==> config.mk <==
export PLATFORM = sky130hd
export DESIGN_NAME = general_register_entry_mp
export DESIGN_NICKNAME = d
export VERILOG_FILES = /design/src/rtl/general_register_entry_mp_pkg.sv /design/src/rtl/general_register_entry_prio_match.sv /design/src/rtl/general_register_entry_mp.sv
export SDC_FILE = /design/constraint.sdc
export NUM_CORES = 1
export LEC_CHECK = 0
export ABC_CLOCK_PERIOD_IN_PS = 5800
export BUFFER_PORTS_ARGS = -buffer_cell sky130_fd_sc_hd__buf_4
export CAP_MARGIN = 20
export CORE_MARGIN = 3
export CORE_UTILIZATION = 51
export DETAILED_ROUTE_END_ITERATION = 10
export PLACE_DENSITY = 0.88
export SLEW_MARGIN = 10
export SYNTH_ARGS = -nofsm -noshare
export SYNTH_HDL_FRONTEND = slang
export SYNTH_SLANG_ARGS = --single-unit
==> constraint.sdc <==
create_clock -name iCLOCK -period 5.8 [get_ports iCLOCK]
set_input_delay 0 -clock iCLOCK [delete_from_list [all_inputs] [get_ports iCLOCK]]
set_output_delay 0 -clock iCLOCK [all_outputs]
set_load 0.01 [all_outputs]
==> src/rtl/general_register_entry_mp_pkg.sv <==
// Shared definitions for general_register_entry_mp: state encoding, default widths
// and the slot offset helper used to slice packed per-port buses.
package general_register_entry_mp_pkg;

  localparam int DEF_REGNAME_W = 6;
  localparam int DEF_LOGIC_W   = 5;
  localparam int DEF_TAG_W     = 6;
  localparam int DEF_DATA_W    = 32;
  localparam int DEF_ARCH_REGS = 32;

  typedef enum logic [2:0] {
    INIT_ARCH = 3'd0,
    INIT_FREE = 3'd1,
    FREE_WAIT = 3'd2,
    IDLE      = 3'd3,
    ALLOC     = 3'd4
  } entry_state_e;

  // LSB of slot `slot` in a bus of `width`-bit fields packed from bit 0 upward.
  function automatic int slot_lsb(input int slot, input int width);
    return slot * width;
  endfunction

  function automatic int idx_width(input int n);
    return (n > 1) ? $clog2(n) : 1;
  endfunction

endpackage

==> src/rtl/general_register_entry_prio_match.sv <==
// Finds the lowest-index valid slot whose key equals `key`; reports hit and index.
module general_register_entry_prio_match
  import general_register_entry_mp_pkg::*;
#(
  parameter int N     = 2,
  parameter int KEY_W = 6,
  parameter int IDX_W = 1
) (
  input  logic [N-1:0]       valid,
  input  logic [N*KEY_W-1:0] keys,
  input  logic [KEY_W-1:0]   key,
  output logic               hit,
  output logic [IDX_W-1:0]   idx
);

  // NOTE: every output of a combinational block gets a default before any
  // conditional assignment, otherwise unassigned paths infer latches.
  always_comb begin
    hit = 1'b0;
    idx = '0;
    // Scan from the top so the lowest matching slot is the last one written.
    for (int i = N - 1; i >= 0; i--) begin
      if (valid[i] && (keys[slot_lsb(i, KEY_W) +: KEY_W] == key)) begin
        hit = 1'b1;
        idx = IDX_W'(i);
      end
    end
  end

endmodule

==> src/rtl/general_register_entry_mp.sv <==
// One physical-register entry of the rename file with parametrised rename/writeback ports.
// Optional writeback-collision flag enabled by GENERAL_REGISTER_ENTRY_WB_CHECK_EN.
module general_register_entry_mp
  import general_register_entry_mp_pkg::*;
#(
  parameter int ENTRY_ID     = 0,
  parameter int REGNAME_W    = DEF_REGNAME_W,
  parameter int LOGIC_W      = DEF_LOGIC_W,
  parameter int TAG_W        = DEF_TAG_W,
  parameter int DATA_W       = DEF_DATA_W,
  parameter int ARCH_REGS    = DEF_ARCH_REGS,
  parameter int REGIST_PORTS = 2,
  parameter int EXEND_PORTS  = 3
) (
  input  logic                              iCLOCK,
  input  logic                              iRESET_SYNC,
  input  logic                              iFREE_RESTART,
  input  logic [2**TAG_W-1:0]               iCOMMIT_VECTOR,
  input  logic [REGIST_PORTS-1:0]           iREGIST_VALID,
  input  logic [REGIST_PORTS*REGNAME_W-1:0] iREGIST_DESTINATION_REGNAME,
  input  logic [REGIST_PORTS*LOGIC_W-1:0]   iREGIST_LOGIC_DESTINATION,
  input  logic [REGIST_PORTS*TAG_W-1:0]     iREGIST_COMMIT_TAG,
  input  logic [EXEND_PORTS-1:0]            iEXEND_VALID,
  input  logic [EXEND_PORTS*TAG_W-1:0]      iEXEND_COMMIT_TAG,
  input  logic [EXEND_PORTS*DATA_W-1:0]     iEXEND_DATA,
  input  logic                              iFREELIST_REGIST_VALID,
  output logic                              oINFO_FREELIST_REQ,
  output logic                              oINFO_DATA_VALID,
  output logic [DATA_W-1:0]                 oINFO_DATA
`ifdef GENERAL_REGISTER_ENTRY_WB_CHECK_EN
  , output logic                            oERR_WB_COLLISION
`endif
);

  localparam int RP_IDX_W = idx_width(REGIST_PORTS);
  localparam int EP_IDX_W = idx_width(EXEND_PORTS);
  localparam logic [REGNAME_W-1:0] ENTRY_NAME  = REGNAME_W'(ENTRY_ID);
  localparam logic [LOGIC_W-1:0]   ENTRY_LOGIC = LOGIC_W'(ENTRY_ID);
  localparam bit ARCH_MAPPED = (ENTRY_ID < ARCH_REGS);

  typedef struct packed {
    logic               data_valid;
    logic [DATA_W-1:0]  data;
    logic [LOGIC_W-1:0] logic_dest;
    logic [TAG_W-1:0]   tag;
    logic               commit_valid;
    logic               after_valid;
    logic [TAG_W-1:0]   after_tag;
    logic               after_commit;
  } fields_t;

  entry_state_e state;
  logic         req;
  fields_t      f;

  // Allocation: lowest rename slot naming this physical register.
  logic                alloc_hit;
  logic [RP_IDX_W-1:0] alloc_idx;
  logic [LOGIC_W-1:0]  alloc_logic;
  logic [TAG_W-1:0]    alloc_tag;

  general_register_entry_prio_match #(
    .N(REGIST_PORTS), .KEY_W(REGNAME_W), .IDX_W(RP_IDX_W)
  ) u_alloc_match (
    .valid(iREGIST_VALID),
    .keys (iREGIST_DESTINATION_REGNAME),
    .key  (ENTRY_NAME),
    .hit  (alloc_hit),
    .idx  (alloc_idx)
  );

  assign alloc_logic = iREGIST_LOGIC_DESTINATION[slot_lsb(int'(alloc_idx), LOGIC_W) +: LOGIC_W];
  assign alloc_tag   = iREGIST_COMMIT_TAG[slot_lsb(int'(alloc_idx), TAG_W) +: TAG_W];

  // Next-writer search; the key and slot mask depend on the state so one matcher
  // serves the architectural remap, same-cycle successors and later successors.
  logic [REGIST_PORTS-1:0] after_mask;
  logic [LOGIC_W-1:0]      after_key;
  logic                    after_hit;
  logic [RP_IDX_W-1:0]     after_idx;
  logic [TAG_W-1:0]        after_new_tag;

  always_comb begin
    after_key  = f.logic_dest;
    after_mask = iREGIST_VALID;
    if (state == INIT_ARCH) begin
      after_key = ENTRY_LOGIC;
    end else if (state == IDLE) begin
      after_key = alloc_logic;
      for (int i = 0; i < REGIST_PORTS; i++) begin
        if (i <= int'(alloc_idx)) after_mask[i] = 1'b0;
      end
    end
  end

  general_register_entry_prio_match #(
    .N(REGIST_PORTS), .KEY_W(LOGIC_W), .IDX_W(RP_IDX_W)
  ) u_after_match (
    .valid(after_mask),
    .keys (iREGIST_LOGIC_DESTINATION),
    .key  (after_key),
    .hit  (after_hit),
    .idx  (after_idx)
  );

  assign after_new_tag = iREGIST_COMMIT_TAG[slot_lsb(int'(after_idx), TAG_W) +: TAG_W];

  // Writeback: lowest EXEND port carrying this entry's tag.
  logic                wb_hit;
  logic [EP_IDX_W-1:0] wb_idx;
  logic [DATA_W-1:0]   wb_data;

  general_register_entry_prio_match #(
    .N(EXEND_PORTS), .KEY_W(TAG_W), .IDX_W(EP_IDX_W)
  ) u_wb_match (
    .valid(iEXEND_VALID),
    .keys (iEXEND_COMMIT_TAG),
    .key  (f.tag),
    .hit  (wb_hit),
    .idx  (wb_idx)
  );

  assign wb_data = iEXEND_DATA[slot_lsb(int'(wb_idx), DATA_W) +: DATA_W];

  // NOTE: sequential state is written only with non-blocking assignments so every
  // check below sees the values held before this edge.
  always_ff @(posedge iCLOCK) begin
    if (iRESET_SYNC) begin
      state <= INIT_ARCH;
      req   <= 1'b0;
      f     <= '0;
    end else if (iFREE_RESTART) begin
      case (state)
        INIT_ARCH: f <= '0;
        ALLOC: begin
          if (!f.commit_valid) begin
            state <= FREE_WAIT;
            req   <= 1'b1;
            f     <= '0;
          end else if (!f.after_commit) begin
            // Committed value survives; only the speculative successor is dropped.
            f.after_valid <= 1'b0;
            f.after_tag   <= '0;
          end
        end
        default: begin
          state <= FREE_WAIT;
          req   <= 1'b1;
          f     <= '0;
        end
      endcase
    end else begin
      case (state)
        INIT_ARCH: begin
          if (!ARCH_MAPPED || after_hit) begin
            state        <= INIT_FREE;
            req          <= 1'b1;
            f.data_valid <= 1'b0;
          end else begin
            f.data_valid <= 1'b1;
          end
        end
        INIT_FREE, FREE_WAIT: begin
          f.data_valid <= 1'b0;
          if (iFREELIST_REGIST_VALID) begin
            state <= IDLE;
            req   <= 1'b0;
          end
        end
        IDLE: begin
          if (alloc_hit) begin
            state          <= ALLOC;
            f.logic_dest   <= alloc_logic;
            f.tag          <= alloc_tag;
            f.data_valid   <= 1'b0;
            f.commit_valid <= 1'b0;
            f.after_valid  <= after_hit;
            f.after_tag    <= after_hit ? after_new_tag : '0;
            f.after_commit <= 1'b0;
          end
        end
        ALLOC: begin
          if (f.data_valid && f.commit_valid && f.after_valid && f.after_commit) begin
            state <= FREE_WAIT;
            req   <= 1'b1;
          end else begin
            if (!f.after_valid && after_hit) begin
              f.after_valid <= 1'b1;
              f.after_tag   <= after_new_tag;
            end
            if (f.after_valid && iCOMMIT_VECTOR[f.after_tag]) f.after_commit <= 1'b1;
            if (!f.data_valid && wb_hit) begin
              f.data_valid <= 1'b1;
              f.data       <= wb_data;
            end
            if (iCOMMIT_VECTOR[f.tag]) f.commit_valid <= 1'b1;
          end
        end
        default: state <= INIT_ARCH;
      endcase
    end
  end

  assign oINFO_FREELIST_REQ = req && !iFREE_RESTART;
  assign oINFO_DATA_VALID   = f.data_valid && !f.after_commit;
  assign oINFO_DATA         = f.data;

`ifdef GENERAL_REGISTER_ENTRY_WB_CHECK_EN
  logic wb_seen;
  logic wb_multi;

  always_comb begin
    wb_seen  = 1'b0;
    wb_multi = 1'b0;
    for (int i = 0; i < EXEND_PORTS; i++) begin
      if (iEXEND_VALID[i] && (iEXEND_COMMIT_TAG[slot_lsb(i, TAG_W) +: TAG_W] == f.tag)) begin
        if (wb_seen) wb_multi = 1'b1;
        wb_seen = 1'b1;
      end
    end
  end

  // Sticky until reset; a restart does not clear a recorded collision.
  always_ff @(posedge iCLOCK) begin
    if (iRESET_SYNC) begin
      oERR_WB_COLLISION <= 1'b0;
    end else if ((state == ALLOC) && (wb_multi || (wb_hit && f.data_valid))) begin
      oERR_WB_COLLISION <= 1'b1;
    end
  end
`endif

endmodule

Word-level counts from Yosys, hierarchy flattened
Index checks and enable logic that the tools add are counted. Widths: inputs -> output; s select.

$mul: 3. Order comparisons: 3. Equal/unequal tests: 22. Shift operators: 4. Muxes and demuxes: 56. Reductions and logical operators: 38.

Operators with widths (number): $mux 53 (2); $shiftx 96x8->32 (1); $mux 33 (2); $mux 45 (1); $mux 32 (1); $ne 3x3->1 const B (9); $shiftx 12x5->6 (2); $mux 1 (22); $mux 7 (3); $mux 20 (1); $eq 6x6->1 (3); $mux 3 (6); $pmux 9 s2 (1); $logic_and 1x1->1 (15); $reduce_and 5->1 (3); $lt 6x7->1 const B (2); $bmux 1 s6 (2); $logic_not 6->1 (2); $pmux 3 s4 (1); $reduce_and 6->1 (2); $mux 11 (1); $eq 5x5->1 (2); $mux 2 (5); $mux 5 (2); 24 further kinds (35).

Register bits: 57. Input port bits: 221. Output and inout bits: 34. Word-level logic and storage cells: 136.

Logic depth before layout (Yosys ltp)
Depth in word-level cells: 18. Depth in mapped cells: 10. Gate-level depth less buffers: 7.

Cells and area by module
From an unflattened synthesis, not the netlist that was laid out.

Cell total of the unflattened synthesis: 636. Area total of the unflattened synthesis: 5281.3 um^2.

By module, submodules not included: general_register_entry_mp (instances 1, cells each 575, area each 4785.8 um^2, sequential area each 1141.1 um^2); general_register_entry_prio_match (u_wb_match) (instances 1, cells each 27, area each 229.0 um^2, sequential area each 0.0 um^2); general_register_entry_prio_match (u_alloc_match) (instances 1, cells each 18, area each 145.1 um^2, sequential area each 0.0 um^2); general_register_entry_prio_match (u_after_match) (instances 1, cells each 16, area each 121.4 um^2, sequential area each 0.0 um^2).

Worst setup path after synthesis
No wires, ideal clock.

Path type: reg-to-reg. From: register f[1] (netlist bit). To: register f[0] (netlist bit). Setup time: 116 ps. Arrival: 2519 ps. Data required time: 5684 ps. Setup slack: 3165 ps. Cell stages (with the launch flop): 10. Path buffers: 2. Cells stage by stage: dfxtp_1 > clkbuf_1 > buf_2 > mux4_2 > mux4_2 > nand2_1 > nand2_1 > a21oi_1 > a211oi_1 > a41o_1.

Word-level cells in the longest chain between the ends: 5.

Ends and longest elaborated chain: start: declaration (line general_register_entry_mp.sv:54) `fields_t f;`; $bmux 1 s6 (line general_register_entry_mp.sv:191) `if (f.after_valid && iCOMMIT_VECTOR[f.after_tag]) f.after_commit <= 1'b1;`; $mux 1 (implied by the code) (line general_register_entry_mp.sv:191); $logic_and 1x1->1 (line general_register_entry_mp.sv:191); $ne 3x3->1 (no line); $reduce_and 5->1 (no line).

No other way between the ends. The select of a mux whose other input is x is not followed. A chain may end at the register's enable or synchronous reset.

Worst setup path after layout
From: register state[1]. To: register f[4] (netlist bit).

Word-level cells in the longest chain between the ends: 13. Elaborated cells on any way between the ends: 30. Those cells by class: mul (1); eq/ne (8); shift (1); mux (14); reduce/logical (6).

Ends and longest elaborated chain: start: declaration (line general_register_entry_mp.sv:52) `entry_state_e state;`; start signal: assignment (line general_register_entry_mp.sv:129) `state <= INIT_ARCH;`; start signal: assignment (line general_register_entry_mp.sv:137) `state <= FREE_WAIT;`; start signal: assignment (line general_register_entry_mp.sv:147) `state <= FREE_WAIT;`; $eq 3x2->1 (line general_register_entry_mp.sv:88, general_register_entry_mp.sv:153); $mux 5 (line general_register_entry_mp.sv:88) `end else if (state == IDLE) begin`; $mux 5 (line general_register_entry_mp.sv:86) `if (state == INIT_ARCH) begin`; $eq 5x5->1 (line general_register_entry_prio_match.sv:23) `if (valid[i] && (keys[slot_lsb(i, KEY_W) +: KEY_W] == key)) begin`; $logic_and 1x1->1 (line general_register_entry_prio_match.sv:23); $mux 1 (2 in a row) (line general_register_entry_prio_match.sv:23); $mul 1x2->3 (line general_register_entry_mp_pkg.sv:21) `return slot * width;`; $shiftx 12x5->6 (line general_register_entry_mp.sv:106) `assign after_new_tag = iREGIST_COMMIT_TAG[slot_lsb(int'(after_idx), TAG_W) +: TAG_W];`; $mux 7 / $mux 6 (equally long branches) (line general_register_entry_mp.sv:187, general_register_entry_mp.sv:178); $mux 9 / $mux 20 (equally long branches) (line general_register_entry_mp.sv:183, general_register_entry_mp.sv:171); $pmux 9 s2 (line general_register_entry_mp.sv:153) `case (state)`; $mux 53 (line general_register_entry_mp.sv:132) `end else if (iFREE_RESTART) begin`.

Several ways; a longest one is shown, not always the timed one. The select of a mux whose other input is x is not followed.

==> flow_metrics.py <==
metrics = {
    "grt": {
        "grt_max_degree": 65,
        "overflow": 0,
        "grt_pass1_vias": 5509,
        "antenna_found_initial": 0,
        "grt_pass1_wl_um": 26600,
        "groute.usage.overall": 0.295,
    },
    "clocking": {
        "cts_num_sinks": 57,
        "clk_pin_slew_worst_paths_ns": 0.07,
        "post_cts_buffers": 0,
        "cts_tree": "yes",
        "post_cts_resized": 0,
        "cts_max_level": 3,
        "clkLatencyLatePin_ns": 0.33,
        "cts_buffers": 9,
        "ctsRootBufferMaster": "clkbuf_8",
        "cts_buffer_depth": 2,
        "postCtsHoldBufs": 13,
    },
    "synth": {
        "synthesis.nets": 805,
        "yosys_warnings": 0,
        "netlist_area_um2": 5020,
        "avgSynthCellArea_um2": 8.59,
        "yosysUniqueCellTypes": 56,
        "async_flop_share": 0,
        "ys_seq_area_frac": 0.227,
        "ys_seq_elements": 57,
        "synth_edf_count": 0,
        "syn-instance-count": 584,
        "ys.flop_type": "dfxtp_1",
    },
    "sta": {
        "period_minus_slack_ns": 3.50,
        "rsz0062_at_grt": "no",
        "worst-slew-pin-transition_ns": 1.03,
        "hold_viol": 0,
        "finalSetupTns_ns": 0,
        "maxSlewViolCount": 0,
        "max_freq_mhz": 286,
        "final.setup_skew_ns": 0.0117,
        "min_period_over_period": 0.603,
        "slew_headroom": 0.310,
        "setup_viol": 0,
    },
    "placement": {
        "io_buffer_count": 254,
        "place_hpwl_um": 13200,
        "routabilityCongestion": 0.912,
    },
    "floorplan": {
        "die_y_um": 105,
        "initial_utilization": 0.533,
        "fp-row-count": 35,
        "core_area_um2": 9420,
        "die-area_um2": 11100,
        "io_pins": 255,
        "die_w_um": 105,
    },
    "routing": {
        "drt_wl_total_um": 16800,
        "drc": 0,
        "dr.pass1.iters": 7,
        "dr_total_vias": 5475,
        "drtIter0Drc": 446,
        "detail_route.wl_per_cell_um": 18.3,
        "via_per_inst": 5.94,
        "antenna_left": 0,
    },
    "critical_path": {
        "cp-start-kind": "register",
        "worst_ep_arrival_time_ns": 3.78,
        "r2r-start": "state[1]$_SDFFE_PP0P_",
        "path_class": "reg2reg",
        "cp-startpoint": "state[1]$_SDFFE_PP0P_",
        "crit_fanout": 13,
        "required_ns": 6.08,
        "end_kind": "register",
    },
    "finish": {
        "fillers": 676,
        "multi_input_area_um2": 3350,
        "syn_to_final_growth_pct": 40.6,
        "antenna_cells": 0,
        "nets": 1009,
        "seq_area_um2": 1140,
        "final_layout_size_suffix_gt1_frac": 0.416,
    },
    "power": {
        "pwr-share-comb": 0.244,
        "cellPowerDensity_nw_per_um2": 144,
        "p_total_uw": 1020,
        "swShare": 0.270,
        "p_clk_frac": 0.362,
        "p_seq_frac": 0.394,
        "switchingPower_uw": 275,
        "power_leakage_uw": 0.00289,
        "ir_drop_mv": 0.109,
        "p_int_uw": 743,
    },
    "job": {
        "max_cap_violations": 0,
    },
    "worst_hold_path": {
        "hold_path.class": "in2reg",
        "worstHoldStart": "iREGIST_COMMIT_TAG[7]",
    },
    "outcome": {
        "status": "complete, no violations",
    },
}
## cells by family after synthesis
kind of cell / synth area share
AND/OR/NAND/NOR: 0.163
XOR/XNOR: 0.0332
buffers and inverters: 0.107
flip-flops: 0.227
AO/OA/AOI/OAI: 0.202
multiplexers: 0.268
## state kept, by name, indices dropped and copies added (netlist names)
register,flops
f,21
oINFO_DATA,32
req,1
state,3
## power by group through the flow
stage                     sequential (uW)  clock, uW  combinational [uW]
after global routing                  402        395                 266
after CTS                             401        377                 246
after detailed placement              410          0                 241
final                                 401        369                 248
after global placement                410          0                 234
after floorplan                       405          0                96.4
## through the flow
stage / area, um2 / util / hold slack (ns) / worst slack [ns] / std cells
after floorplan: 5020 / - / 0.116 / 3.16 / 584
after global placement: 6690 / 0.710 / 0.213 / 2.75 / 890
after CTS: 7010 / 0.745 / 0.0340 / 2.09 / 919
final: 7060 / 0.749 / 0.0559 / 2.30 / 922
after detailed placement: 6690 / 0.710 / 0.227 / 2.64 / 890
after global routing: 7060 / 0.749 / 0.0544 / 2.03 / 922
## path summary, 6_finish.rpt
| path | to | slack (ns) | cells after the start |
|---|---|---|---|
| setup / recovery | f[4]$_SDFFE_PP0P_ | 2.30 | 9 |
| hold / removal | f[10]$_SDFFE_PP0P_ | 0.06 | 5 |
| setup reg to reg | f[4]$_SDFFE_PP0P_ | 2.30 | 9 |
| hold reg to reg | oINFO_DATA[16]$_SDFFE_PP0P_ | 0.47 | 2 |
## cell usage in the layout (no fill, tap or decap), types with 10 or more instances in the layout
cell	Yosys	layout
nor2_1	71	71
mux4_2	40	40
a211o_1	32	32
inv_1	26	26
a31oi_1	13	13
xor2_1	10	10
dfxtp_1	57	57
nand2_1	26	25
dlygate4sd3_1	0	13
a21oi_1	47	47
buf_4	32	258
nand3_1	38	38
o21ai_0	13	13
mux2i_1	42	42
## area by class of cell
class / instances / area share
Sequential cell: 57 / 0.162
Clock inverter: 7 / 0.00993
Clock buffer: 9 / 0.0176
Multi-Input combinational cell: 420 / 0.475
Tap cell: 129 / 0.0229
Timing Repair Buffer: 274 / 0.299
Inverter: 26 / 0.0138
## critical path, cell delays in order, from the launching register on
cell and delay (ns):
dfxtp_1 0.54, nor2b_1 0.55, o21ai_0 0.18, a32oi_1 0.22, o2111ai_1 0.33, nor4b_1 0.59
clkbuf_2 0.27, nand2_1 0.10, o221ai_1 0.08, dlygate4sd3_1 0.58
## per-layer routing
| layer | up-vias | wire length [um] | track usage |
|---|---|---|---|
| li1 | 2556 | - | - |
| met1 | 2570 | 5750 | 0.303 |
| met2 | 294 | 9000 | 0.554 |
| met3 | 55 | 1430 | 0.0735 |
| met4 | 0 | 655 | 0.133 |
| met5 | - | 0 | 0 |
## cells in the mapped netlist (9+ instances only)
cell      number  area share
xnor2_1        9       0.016
o21ai_0       13       0.013
nor2_1        71       0.053
nand3_1       38       0.038
inv_1         26       0.019
clkbuf_1      41       0.031
a21oi_1       47       0.047
o221ai_1       9       0.016
mux4_2        40        0.18
a31oi_1       13       0.016
a211o_1       32       0.056
xor2_1        10       0.017
buf_4         32       0.048
mux2i_1       42       0.084
nand2_1       26       0.019
dfxtp_1       57        0.23
(Power assumes the default switching activity.)
